File: src/rtl/lfsr_tpg_pkg.sv
// Shared types and constants for the LFSR test-pattern generator.
// Holds the burst FSM state encoding and the feedback-mode select values.
package lfsr_tpg_pkg;

    typedef enum logic [1:0] {
        IDLE = 2'd0,
        RUN  = 2'd1,
        DONE = 2'd2
    } state_e;

    localparam logic MODE_FIB = 1'b0;
    localparam logic MODE_GAL = 1'b1;

endpackage

File: src/rtl/lfsr_step.sv
// One-step LFSR next-state function, Fibonacci or Galois form.
// Purely combinational so it can be shared with a future MISR.
module lfsr_step
    import lfsr_tpg_pkg::*;
#(
    parameter int WIDTH = 32
) (
    input  logic [WIDTH-1:0] r_i,
    input  logic [WIDTH-1:0] poly_i,
    input  logic             mode_i,
    output logic [WIDTH-1:0] next_o
);

    always_comb begin
        if (mode_i == MODE_GAL) begin
            next_o = (r_i >> 1) ^ (r_i[0] ? poly_i : '0);
        end else begin
            next_o = {^(r_i & poly_i), r_i[WIDTH-1:1]};
        end
    end

endmodule

File: src/rtl/lfsr_tpg.sv
// Programmable LFSR pattern generator: configuration registers, burst FSM
// with start/hold/abort control, pattern counter and zero-seed substitution.
module lfsr_tpg
    import lfsr_tpg_pkg::*;
#(
    parameter int               WIDTH    = 32,
    parameter int               CNT_W    = 16,
    parameter logic [WIDTH-1:0] RST_POLY = WIDTH'(32'h8020_0003),
    parameter logic [WIDTH-1:0] RST_SEED = WIDTH'(1)
) (
    input  logic             clk,
    input  logic             reset_n,
    input  logic             cfg_we,
    input  logic [WIDTH-1:0] cfg_poly,
    input  logic [WIDTH-1:0] cfg_seed,
    input  logic [CNT_W-1:0] cfg_count,
    input  logic             cfg_mode,
    input  logic             start,
    input  logic             hold,
    input  logic             abort,
    output logic [WIDTH-1:0] pattern,
    output logic             pattern_valid,
    output logic             busy,
    output logic             done,
    output logic             seed_err
);

    state_e           state_q, state_d;
    logic [WIDTH-1:0] r_q, r_d;
    logic [CNT_W-1:0] cnt_q, cnt_d;
    logic [WIDTH-1:0] poly_q, poly_d;
    logic [WIDTH-1:0] seed_q, seed_d;
    logic [CNT_W-1:0] count_q, count_d;
    logic             mode_q, mode_d;
    logic             seed_err_q, seed_err_d;
    logic [WIDTH-1:0] r_next;

    lfsr_step #(.WIDTH(WIDTH)) u_step (
        .r_i    (r_q),
        .poly_i (poly_q),
        .mode_i (mode_q),
        .next_o (r_next)
    );

    // NOTE: every always_comb output gets a default first so no path leaves it
    // unassigned, which would otherwise infer a latch.
    always_comb begin
        state_d = state_q;
        r_d     = r_q;
        cnt_d   = cnt_q;
        unique case (state_q)
            IDLE: begin
                if (start && !abort) begin
                    r_d     = seed_q;
                    cnt_d   = count_q;
                    state_d = (count_q == '0) ? DONE : RUN;
                end
            end
            RUN: begin
                if (abort) begin
                    state_d = IDLE;
                end else if (!hold) begin
                    r_d   = r_next;
                    cnt_d = cnt_q - CNT_W'(1);
                    if (cnt_q == CNT_W'(1)) begin
                        state_d = DONE;
                    end
                end
            end
            DONE:    state_d = IDLE;
            default: state_d = IDLE;
        endcase
    end

    // Configuration only moves in IDLE; a zero seed would lock the register,
    // so it is replaced by 1 and flagged.
    always_comb begin
        poly_d     = poly_q;
        seed_d     = seed_q;
        count_d    = count_q;
        mode_d     = mode_q;
        seed_err_d = seed_err_q;
        if (cfg_we && state_q == IDLE) begin
            poly_d  = cfg_poly;
            count_d = cfg_count;
            mode_d  = cfg_mode;
            if (cfg_seed == '0) begin
                seed_d     = WIDTH'(1);
                seed_err_d = 1'b1;
            end else begin
                seed_d     = cfg_seed;
                seed_err_d = 1'b0;
            end
        end
    end

    // NOTE: sequential state uses non-blocking assignments so every register
    // samples the pre-edge values regardless of statement order.
    always_ff @(posedge clk or negedge reset_n) begin
        if (!reset_n) begin
            state_q    <= IDLE;
            r_q        <= RST_SEED;
            cnt_q      <= '0;
            poly_q     <= RST_POLY;
            seed_q     <= RST_SEED;
            count_q    <= '0;
            mode_q     <= MODE_FIB;
            seed_err_q <= 1'b0;
        end else begin
            state_q    <= state_d;
            r_q        <= r_d;
            cnt_q      <= cnt_d;
            poly_q     <= poly_d;
            seed_q     <= seed_d;
            count_q    <= count_d;
            mode_q     <= mode_d;
            seed_err_q <= seed_err_d;
        end
    end

    assign pattern       = r_q;
    assign pattern_valid = (state_q == RUN);
    assign busy          = (state_q == RUN);
    assign done          = (state_q == DONE);
    assign seed_err      = seed_err_q;

endmodule

File: config.mk
export PLATFORM = sky130hd
export DESIGN_NAME = lfsr_tpg
export DESIGN_NICKNAME = d
export VERILOG_FILES = /design/src/rtl/lfsr_tpg_pkg.sv /design/src/rtl/lfsr_step.sv /design/src/rtl/lfsr_tpg.sv
export SDC_FILE = /design/constraint.sdc
export NUM_CORES = 1
export LEC_CHECK = 0
export ABC_CLOCK_PERIOD_IN_PS = 2800
export CORE_UTILIZATION = 54
export CTS_BUF_LIST = sky130_fd_sc_hd__clkbuf_2
export CTS_CLUSTER_DIAMETER = 40
export DETAILED_ROUTE_END_ITERATION = 7
export GPL_ROUTABILITY_DRIVEN = 0
export HOLD_SLACK_MARGIN = 0.06
export PLACE_DENSITY = 0.92
export SLEW_MARGIN = 10
export SYNTH_ARGS = -nofsm -noshare
export SYNTH_HDL_FRONTEND = slang
export SYNTH_SLANG_ARGS = --single-unit
File: constraint.sdc
create_clock -name clk -period 2.8 [get_ports clk]
set_input_delay 0.56 -clock clk [delete_from_list [all_inputs] [get_ports clk]]
set_output_delay 0.56 -clock clk [all_outputs]
set_load 0.05 [all_outputs]
Yosys cells after proc, flatten, opt, wreduce, memory -nomap -nowiden
Cells that the tools add are included.
{"block": "op_classes", "eq_ne": 8, "n_mux": 18, "reduce_logical": 10, "n_bitwise": 2, "addsub": 1}
{"operator": "32-bit two-way mux", "count": 6}
{"operator": "32-bit one-hot mux with 2 select lines", "count": 1}
{"operator": "16-bit two-way mux", "count": 3}
{"operator": "32-bit bitwise AND", "count": 1}
{"operator": "32-bit logical NOT", "count": 1}
{"operator": "16-bit one-hot mux with 2 select lines", "count": 1}
{"operator": "32-bit parity", "count": 1}
{"operator": "31-bit by 32-bit bitwise XOR with 32-bit output", "count": 1}
{"operator": "16-bit by 1-bit == test with 1-bit output (second input constant)", "count": 1}
{"operator": "16-bit logical NOT", "count": 1}
{"operator": "16-bit by 1-bit subtractor with 16-bit output (second input constant)", "count": 1}
{"operator": "2-bit two-way mux", "count": 5}
{"operator": "2-bit inequality test (second input constant)", "count": 3}
{"operator": "2-bit one-hot mux with 2 select lines", "count": 1}
{"operator": "4-bit AND reduction", "count": 1}
{"operator": "3-bit by 2-bit inequality test with 1-bit output (second input constant)", "count": 1}
{"operator": "3-bit inequality test (second input constant)", "count": 1}
{"operator": "3-bit AND reduction", "count": 1}
{"operator": "2-bit by 1-bit == test with 1-bit output (second input constant)", "count": 1}
{"operator": "2-bit == test (second input constant)", "count": 1}
{"operator": "1-bit logical AND", "count": 2}
{"operator": "2-bit logical NOT", "count": 1}
{"operator": "2-bit nonzero test", "count": 1}
{"operator": "1-bit logical NOT", "count": 1}
{"operator": "1-bit two-way mux", "count": 1}
{"block": "totals", "elab_cells": 47, "input_bits": 87, "reg_bits": 132, "output_inout_bits": 36}

Longest topological paths before layout
Gate-level depths: netlist of the first run.
{"block": "logic_depth", "depth_word": 6, "mapped_depth": 9, "depth_no_buf": 8}

By module
From an unflattened synthesis of the first run, not the netlist that was laid out.
{"block": "hier_totals", "cells_unflattened": 645, "area_unflattened_um2": 6585.1}
{"mod": "lfsr_tpg", "cells_each": 513, "instances": 1, "seq_area_each_um2": 3310.7, "area_per_inst_um2": 5775.5}
{"mod": "lfsr_step", "cells_each": 132, "instances": 1, "seq_area_each_um2": 0.0, "area_per_inst_um2": 809.5}

Worst setup path before layout of the first run
No wires, ideal clock.
{"block": "synth_path", "path_type": "flip-flop to output port", "startpoint": "reg state_q[0]", "endpoint": "out pattern_valid", "slack_ps": 724, "n_path_buf": 4, "arrival_time_ps": 1516, "required_ps": 2240, "path_stages_with_launch": 7, "path_cell_list": "dfrtp_1 clkbuf_1 nand2b_1 clkbuf_1 clkinv_1 buf_6 buf_4"}
{"block": "synth_via", "elab_chain_cells": 1}
{"element": "from (decl)", "line_no": "lfsr_tpg.sv:28", "text": "state_e state_q, state_d;"}
{"element": "from (signal assigned)", "line_no": "lfsr_tpg.sv:110", "text": "state_q <= state_d;"}
{"element": "2-bit by 1-bit == test with 1-bit output"}
{"element": "to (decl)", "line_no": "lfsr_tpg.sv:22", "text": "output logic pattern_valid,"}
No other way between the ends.

Worst setup path in the final report of the first run
{"block": "layout_path", "startpoint": "reg r_q[29], in the netlist pattern[29]", "endpoint": "out pattern[29]"}
{"element": "from (decl)", "line_no": "lfsr_tpg.sv:29", "text": "logic [WIDTH-1:0] r_q, r_d;"}
{"element": "from (signal assigned)", "line_no": "lfsr_tpg.sv:111", "text": "r_q <= r_d;"}
{"element": "to (decl)", "line_no": "lfsr_tpg.sv:21", "text": "output logic [WIDTH-1:0] pattern,"}
No word-level cell between the ends.

==> results of run 1 <==
## layer usage
layer	up-vias	track usage [%]
li1	2443	-
met1	2645	34.6
met2	273	44.0
met3	58	7.89
met4	0	14.1
met5	-	0
## final cells by class
class                      instances  area share [%]
clock inverter                    14            1.43
timing repair buffer             133            16.6
clock buffer                      17            1.06
multi-input combinational        475            37.4
sequential                       132            41.1
tap                              143            2.22
inverter                           4           0.186
## final timing paths
path | startpoint | to | slack [ns]
max | pattern[29]$_DFFE_PN0P_ | pattern[29] | 0.19
min | reset_n | poly_q[22]$_DFFE_PN0P_ | 0.38
max reg2reg | cnt_q[9]$_DFFE_PN0P_ | cnt_q[15]$_DFFE_PN0P_ | 0.57
min reg2reg | mode_q$_DFFE_PN0P_ | pattern[31]$_DFFE_PN0P_ | 0.51
max in group asynchronous | reset_n | poly_q[1]$_DFFE_PN1P_ | 1.61
min in group clk | cfg_poly[20] | poly_q[20]$_DFFE_PN0P_ | 0.43
## power breakdown
| group | internal [mW] | switching, mW |
|---|---|---|
| clock | 0.310 | 0.720 |
| combinational | 0.982 | 1.24 |
| sequential | 2.28 | 0.400 |
| total | 3.57 | 2.36 |
## timing repair
action                                  CTS  global route
endpoints found under the setup margin    1             1
gates cloned                              0             0
hold buffers                              1             0
gates resized for setup                   1             1
endpoints found under the hold margin    44             0
## kinds of logic after synthesis
logic type	count (synthesis)
compound gates	115
flops	132
mux	81
fa+ha+maj	2
xor+xnor	62
simple gates	215
buf+inv	40
## flip-flops by register name, summed over array words and instances (netlist names)
signal	cells
seed_err	1
cnt_q	16
seed_q	32
state_q	2
mode_q	1
poly_q	32
pattern	32
count_q	16
## placed cells by master (no fill, tap or decap), types with 3 or more instances in the layout
cell type | Yosys | final
nor3_1 | 7 | 7
buf_12 | 0 | 3
dfstp_2 | 6 | 6
dfrtp_1 | 126 | 126
nor4_1 | 14 | 14
clkinv_2 | 0 | 6
clkbuf_2 | 0 | 17
clkdlybuf4s50_1 | 0 | 117
a21oi_1 | 55 | 55
clkinv_4 | 0 | 4
buf_4 | 1 | 10
xor2_1 | 39 | 39
o21ai_0 | 46 | 46
xnor2_1 | 23 | 23
nand4_1 | 3 | 3
o22ai_1 | 5 | 5
nand2_1 | 117 | 117
nand3_1 | 5 | 5
mux2_2 | 81 | 81
a22oi_1 | 3 | 3
nor2_1 | 57 | 57
inv_1 | 3 | 3
## cell usage after synthesis (2+ instances only)
cell	n	share of area [%]
buf_2	5	0.38
clkbuf_1	26	1.5
o21ai_0	46	3.5
nor4_1	14	1.3
mux2_2	81	14
nor3_1	7	0.54
o22ai_1	5	0.48
dfrtp_1	126	48
a22oi_1	3	0.35
and2_1	2	0.19
nand4_1	3	0.29
nand3_1	5	0.38
dfstp_2	6	2.4
ha_1	2	0.38
inv_1	3	0.17
nand2_1	117	6.7
xor2_1	39	5.2
clkbuf_8	3	0.63
a21oi_1	55	4.2
xnor2_1	23	3.1
or3_1	2	0.19
nor2_1	57	3.3
nor3b_1	2	0.23
## stage by stage
step | utilization [%] | instances
after floorplan | - | 647
after detailed placement | 67.8 | 886
after global routing | 69.6 | 918
final | 69.6 | 918
after CTS | 69.6 | 918
after global placement | 67.8 | 886
==> results.yml, run 1 <==
drt:
  routed_via_density: 5.90
  postRouteAntennaNets: 0
  drc: 8
  firstDrtPassIters: 7
  num_vias: 5419
  wl_per_cell_um: 17.8
  dr.max_layer_used: "met4"
  wl_met2_um: 8060
  wl_met3_um: 1180
  routed_wl_um: 16300
  drt_iter0_markers: 452
  wirelength_met1_um: 6470
clock_tree:
  clock_path_buffers: 2
  cts_made_buffers: 17
  htreeDepth: 4
  clkLatencyLatePin_ns: 0.71
  cts_num_sinks: 132
  path_clk_slew_ns: 0.21
  cts_root_buffer: "clkbuf_2"
  post_cts_buffers: 0
  cts_tree: "built"
placement:
  place_ws_ns: 0.293
  io_buffers: 122
  placed_area_um2: 7840
  post-dp-hpwl_um: 11500
grt:
  grt_max_degree: 84
  grt_pass1_vias: 5457
  antenna_found_initial: 0
  grt.overflow.total: 0
  grt_usage_pct: 27.7
  grt_pass1_wl_um: 26800
worst_setup_path:
  ff2ff_path_depth: 7
  critPathMaxStageDelay_ns: 0.84
  arrival_ns: 2.05
  critPathKind: "register to output pin"
  path_depth: 1
  cp_cell_sequence: "clkdlybuf4s50_1"
  worstSetupStartpointType: "register"
  critPathSlowestCell: "clkdlybuf4s50_1"
  path_buf_inv: 1
  worstPathRequired_ns: 2.24
  end_kind: "output pin"
  path_delay_family: "buffers and inverters"
  crit_fanout: 4
pwr:
  ir_worst_vdd_mv: 0.484
  power_mw: 5.93
  p_leak_nw: 3.26
  p_per_area_nw_per_um2: 737
sta:
  worst_slack_ns: 0.191
  post-route-period-util_pct: 93.2
  hold_ws_ns: 0.382
  setup_viol: 0
  finalMaxSlewViolations: 0
  clock_skew_ns: 0.0284
  worstMarginPinSlew_ns: 0.621
  max_freq_ghz: 0.383
  fin_crit_ns: 2.61
  max-slew-margin-rel_pct: 58.6
  rsz0062_at_grt: "false"
  finalSetupTns_ns: 0
  timing.final.hold_violations: 0
logic_synthesis:
  async_reset_ff_share_pct: 100
  ys_warn_count: 0
  synth_top_family_by_area: "simple AND/OR/NAND/NOR gates"
  netlist_area_um2: 6510
  yosys-mux-area-fraction_pct: 14.0
  synth-seq-cells: 132
  synth_xor_area_share_pct: 8.34
  synth-edff-count: 0
  synth-simple-area-share_pct: 14.0
  seq_area_frac_synth_pct: 50.9
  syn-num-nets: 736
  ys.flop_type: "dfrtp_1"
  synth_cell_types: 38
  synth_compound_area_share_pct: 9.34
  synth_fa_ha_area_share_pct: 0.384
  avgSynthCellArea_um2: 10.1
  syn_inst: 647
floorplan:
  ioPinCount: 123
  dieHeight_um: 112
  initial_core_util_pct: 56.3
  die-area_um2: 12500
  die_w_um: 112
  num_rows: 39
  core_area_um2: 11600
layout:
  seq_area_um2: 3310
  fill_cells: 819
  postLayoutCellArea_um2: 8050
  layout-area-overhead-vs-synth_pct: 23.7
  layout-drive-gt1-share_pct: 17.5
  finish.net_count: 852
  multi_input_area_um2: 3010
  antenna_cells: 0
worst_hold_path:
  hp-class: "input pin to async pin"
job:
  drv_cap: 0
outcome:
  status: "finished, violations left"
  failed_checks: "design-rule violations"
Note: power is estimated with default switching activity, not from simulation.
==> inputs of run 2 (changes only) <==
--- a/config.mk
+++ b/config.mk
@@ -11,7 +11,7 @@
 export CTS_CLUSTER_DIAMETER = 40
 export DETAILED_ROUTE_END_ITERATION = 7
 export GPL_ROUTABILITY_DRIVEN = 0
-export HOLD_SLACK_MARGIN = 0.06
+export HOLD_SLACK_MARGIN = 0.1
 export PLACE_DENSITY = 0.92
 export SLEW_MARGIN = 10
 export SYNTH_ARGS = -nofsm -noshare
==> results of run 2 <==
Same layout as run 1: the final DEF is identical, and so are final timing and power.
==> inputs of run 3 (changes only) <==
--- a/config.mk
+++ b/config.mk
@@ -6,13 +6,13 @@
 export NUM_CORES = 1
 export LEC_CHECK = 0
 export ABC_CLOCK_PERIOD_IN_PS = 2800
-export CORE_UTILIZATION = 54
-export CTS_BUF_LIST = sky130_fd_sc_hd__clkbuf_2
+export CORE_UTILIZATION = 53
 export CTS_CLUSTER_DIAMETER = 40
 export DETAILED_ROUTE_END_ITERATION = 7
 export GPL_ROUTABILITY_DRIVEN = 0
-export HOLD_SLACK_MARGIN = 0.1
-export PLACE_DENSITY = 0.92
+export GPL_TIMING_DRIVEN = 0
+export HOLD_SLACK_MARGIN = 0.05
+export PLACE_DENSITY = 0.91
 export SLEW_MARGIN = 10
 export SYNTH_ARGS = -nofsm -noshare
 export SYNTH_HDL_FRONTEND = slang
==> run 3 against run 2 <==
- hold slack got worse by 0.28 ns
- power rose by 26%
- combinational power barely moved
- via count rose by 1.8%
- die area rose by 1.9%
- sequential cell count did not move
- critical path type unchanged
- sequential share of layout area fell by 2.7 points
- the run now ends clean
- utilization rose by 2.2 points
==> results.yml, run 3 (synthesis results as in run 1) <==
outcome:
  status: "complete, no violations"
sta:
  timing.final.hold_violations: 0
  finalMaxSlewViolations: 0
  fin_crit_ns: 2.60
  post-route-period-util_pct: 92.9
  worstMarginPinSlew_ns: 0.902
  rsz0062_at_grt: "false"
  clock_skew_ns: 0.00936
  max-slew-margin-rel_pct: 39.4
  hold_ws_ns: 0.105
  max_freq_ghz: 0.385
  setup_viol: 0
pwr:
  ir_worst_vdd_mv: 0.687
  clockPowerShare_pct: 34.0
  p_per_area_nw_per_um2: 868
  p_int_mw: 4.98
  combPwrFrac_pct: 30.2
  power_mw: 7.49
  seqPwrFrac_pct: 35.8
  p_leak_nw: 3.48
  switching_share_pct: 33.6
  p_switching_mw: 2.51
layout:
  layout-area-overhead-vs-synth_pct: 32.5
  antenna_cells: 0
  final_common_cell: "dfrtp_1"
  layout-drive-gt1-share_pct: 17.3
  finish.net_count: 876
  final_cell_mix: "dfrtp_1, clkdlybuf4s50_1, nand2_1"
  post-route-util_pct: 71.8
  postLayoutCellArea_um2: 8620
  fill_cells: 812
clock_tree:
  cts_made_buffers: 17
  cts_num_sinks: 132
  htreeDepth: 4
  path_clk_slew_ns: 0.06
  clkLatencyLatePin_ns: 0.43
  cts_root_buffer: "clkbuf_16"
  holdBufCountCts: 0
  post_cts_buffers: 0
  clock_path_buffers: 2
  cts_tree: "built"
worst_setup_path:
  end_kind: "output pin"
  r2r_slack_ns: 0.54
  path_delay_family: "buffers and inverters"
  cp_cell_sequence: "nand2b_2, clkinv_2, buf_6, buf_4, clkdlybuf4s15_2"
  critPathKind: "register to output pin"
  crit_fanout: 11
  worstPathRequired_ns: 2.24
  critPathSlowestCell: "dfrtp_1"
  critPathMaxStageDelay_ns: 0.43
  path_buf_inv: 4
  worstSetupStartpointType: "register"
  arrival_ns: 2.04
floorplan:
  die_w_um: 113
  dieHeight_um: 113
  die-area_um2: 12700
  initial_core_util_pct: 54.2
  ioPinCount: 123
  core_area_um2: 12000
  num_rows: 40
drt:
  num_vias: 5517
  routed_wl_um: 17700
  firstDrtPassIters: 5
  postRouteAntennaNets: 0
  routed_via_density: 5.83
  wl_per_cell_um: 18.7
  drc: 0
  drt_iter0_markers: 534
grt:
  grt_pass1_wl_um: 28800
  grt_pass1_vias: 5594
  grt.overflow.total: 0
  grt_max_degree: 71
  grt_usage_pct: 29.7
  antenna_found_initial: 0
job:
  drv_cap: 0
worst_hold_path:
  hp-class: "input pin to async pin"
placement:
  post-dp-hpwl_um: 12200
  placed_area_um2: 7940
  io_buffers: 122
## run 3: what timing repair did
item / CTS / global route
pin swaps: 0 / 0
endpoints found under the setup margin: 2 / 2
resized for setup: 6 / 2
## run 3: final timing paths
check                                  startpoint                      to  cells after the start
setup / recovery           state_q[1]$_DFFE_PN0P_           pattern_valid                      5
hold / removal                            reset_n   poly_q[2]$_DFFE_PN0P_                      1
max in group asynchronous                 reset_n  poly_q[21]$_DFFE_PN1P_                      2
hold reg to reg             seed_q[0]$_DFFE_PN1P_   seed_q[0]$_DFFE_PN1P_                      2
setup reg to reg           state_q[0]$_DFFE_PN0P_  count_q[1]$_DFFE_PN0P_                      4
min in group clk            seed_q[0]$_DFFE_PN1P_   seed_q[0]$_DFFE_PN1P_                      2
## run 3: final cells by class
cell class                      instances  area [um^2]  area share [%]
Clock buffer                           22          494            5.73
Inverter                                4         16.3           0.189
Sequential cell                       132         3310            38.4
Multi-Input combinational cell        475         3000            34.8
Buffer                                 34          175            2.03
Tap cell                              147          184            2.13
Timing Repair Buffer                  123         1250            14.5
Clock inverter                         10          193            2.23
## run 3: power by group through the flow
| stage | logic [mW] | clock network (mW) | registers [mW] |
|---|---|---|---|
| 3_3_place_gp | 2.17 | 0 | 2.67 |
| 6_report | 2.26 | 2.55 | 2.68 |
| 5_1_grt | 2.43 | 2.65 | 2.72 |
| 3_5_place_dp | 2.24 | 0 | 2.68 |
| 4_1_cts | 2.26 | 2.56 | 2.66 |
| 2_1_floorplan | 1.14 | 0 | 3.01 |
## run 3: stage by stage
stage                     setup TNS (ns)  setup WS [ns]  std cells
after floorplan                        0          0.724        647
after global placement           -524.46          -4.05        916
after detailed placement          -0.759         -0.344        917
after CTS                              0         0.0284        948
after global routing                   0         0.0965        947
final                                  0          0.200        947
## run 3: worst reg2reg max path, delay by kind of cell (launching register included)
kind | cells | cell delay [ns]
buffers and inverters | 2 | 0.95
AND/OR/NAND/NOR | 1 | 0.33
multiplexers | 1 | 0.41
flip-flops | 1 | 0.47
## run 3: layer usage
layer / routed length [um] / up-vias / global-route usage (%) / part of all wire [%]
met5: 0 / - / 0 / 0
met4: 549 / 0 / 13.9 / 3.1
met3: 1170 / 49 / 6.86 / 6.6
met2: 8740 / 259 / 48.4 / 49
met1: 7240 / 2715 / 37.7 / 41
li1: - / 2494 / - / -
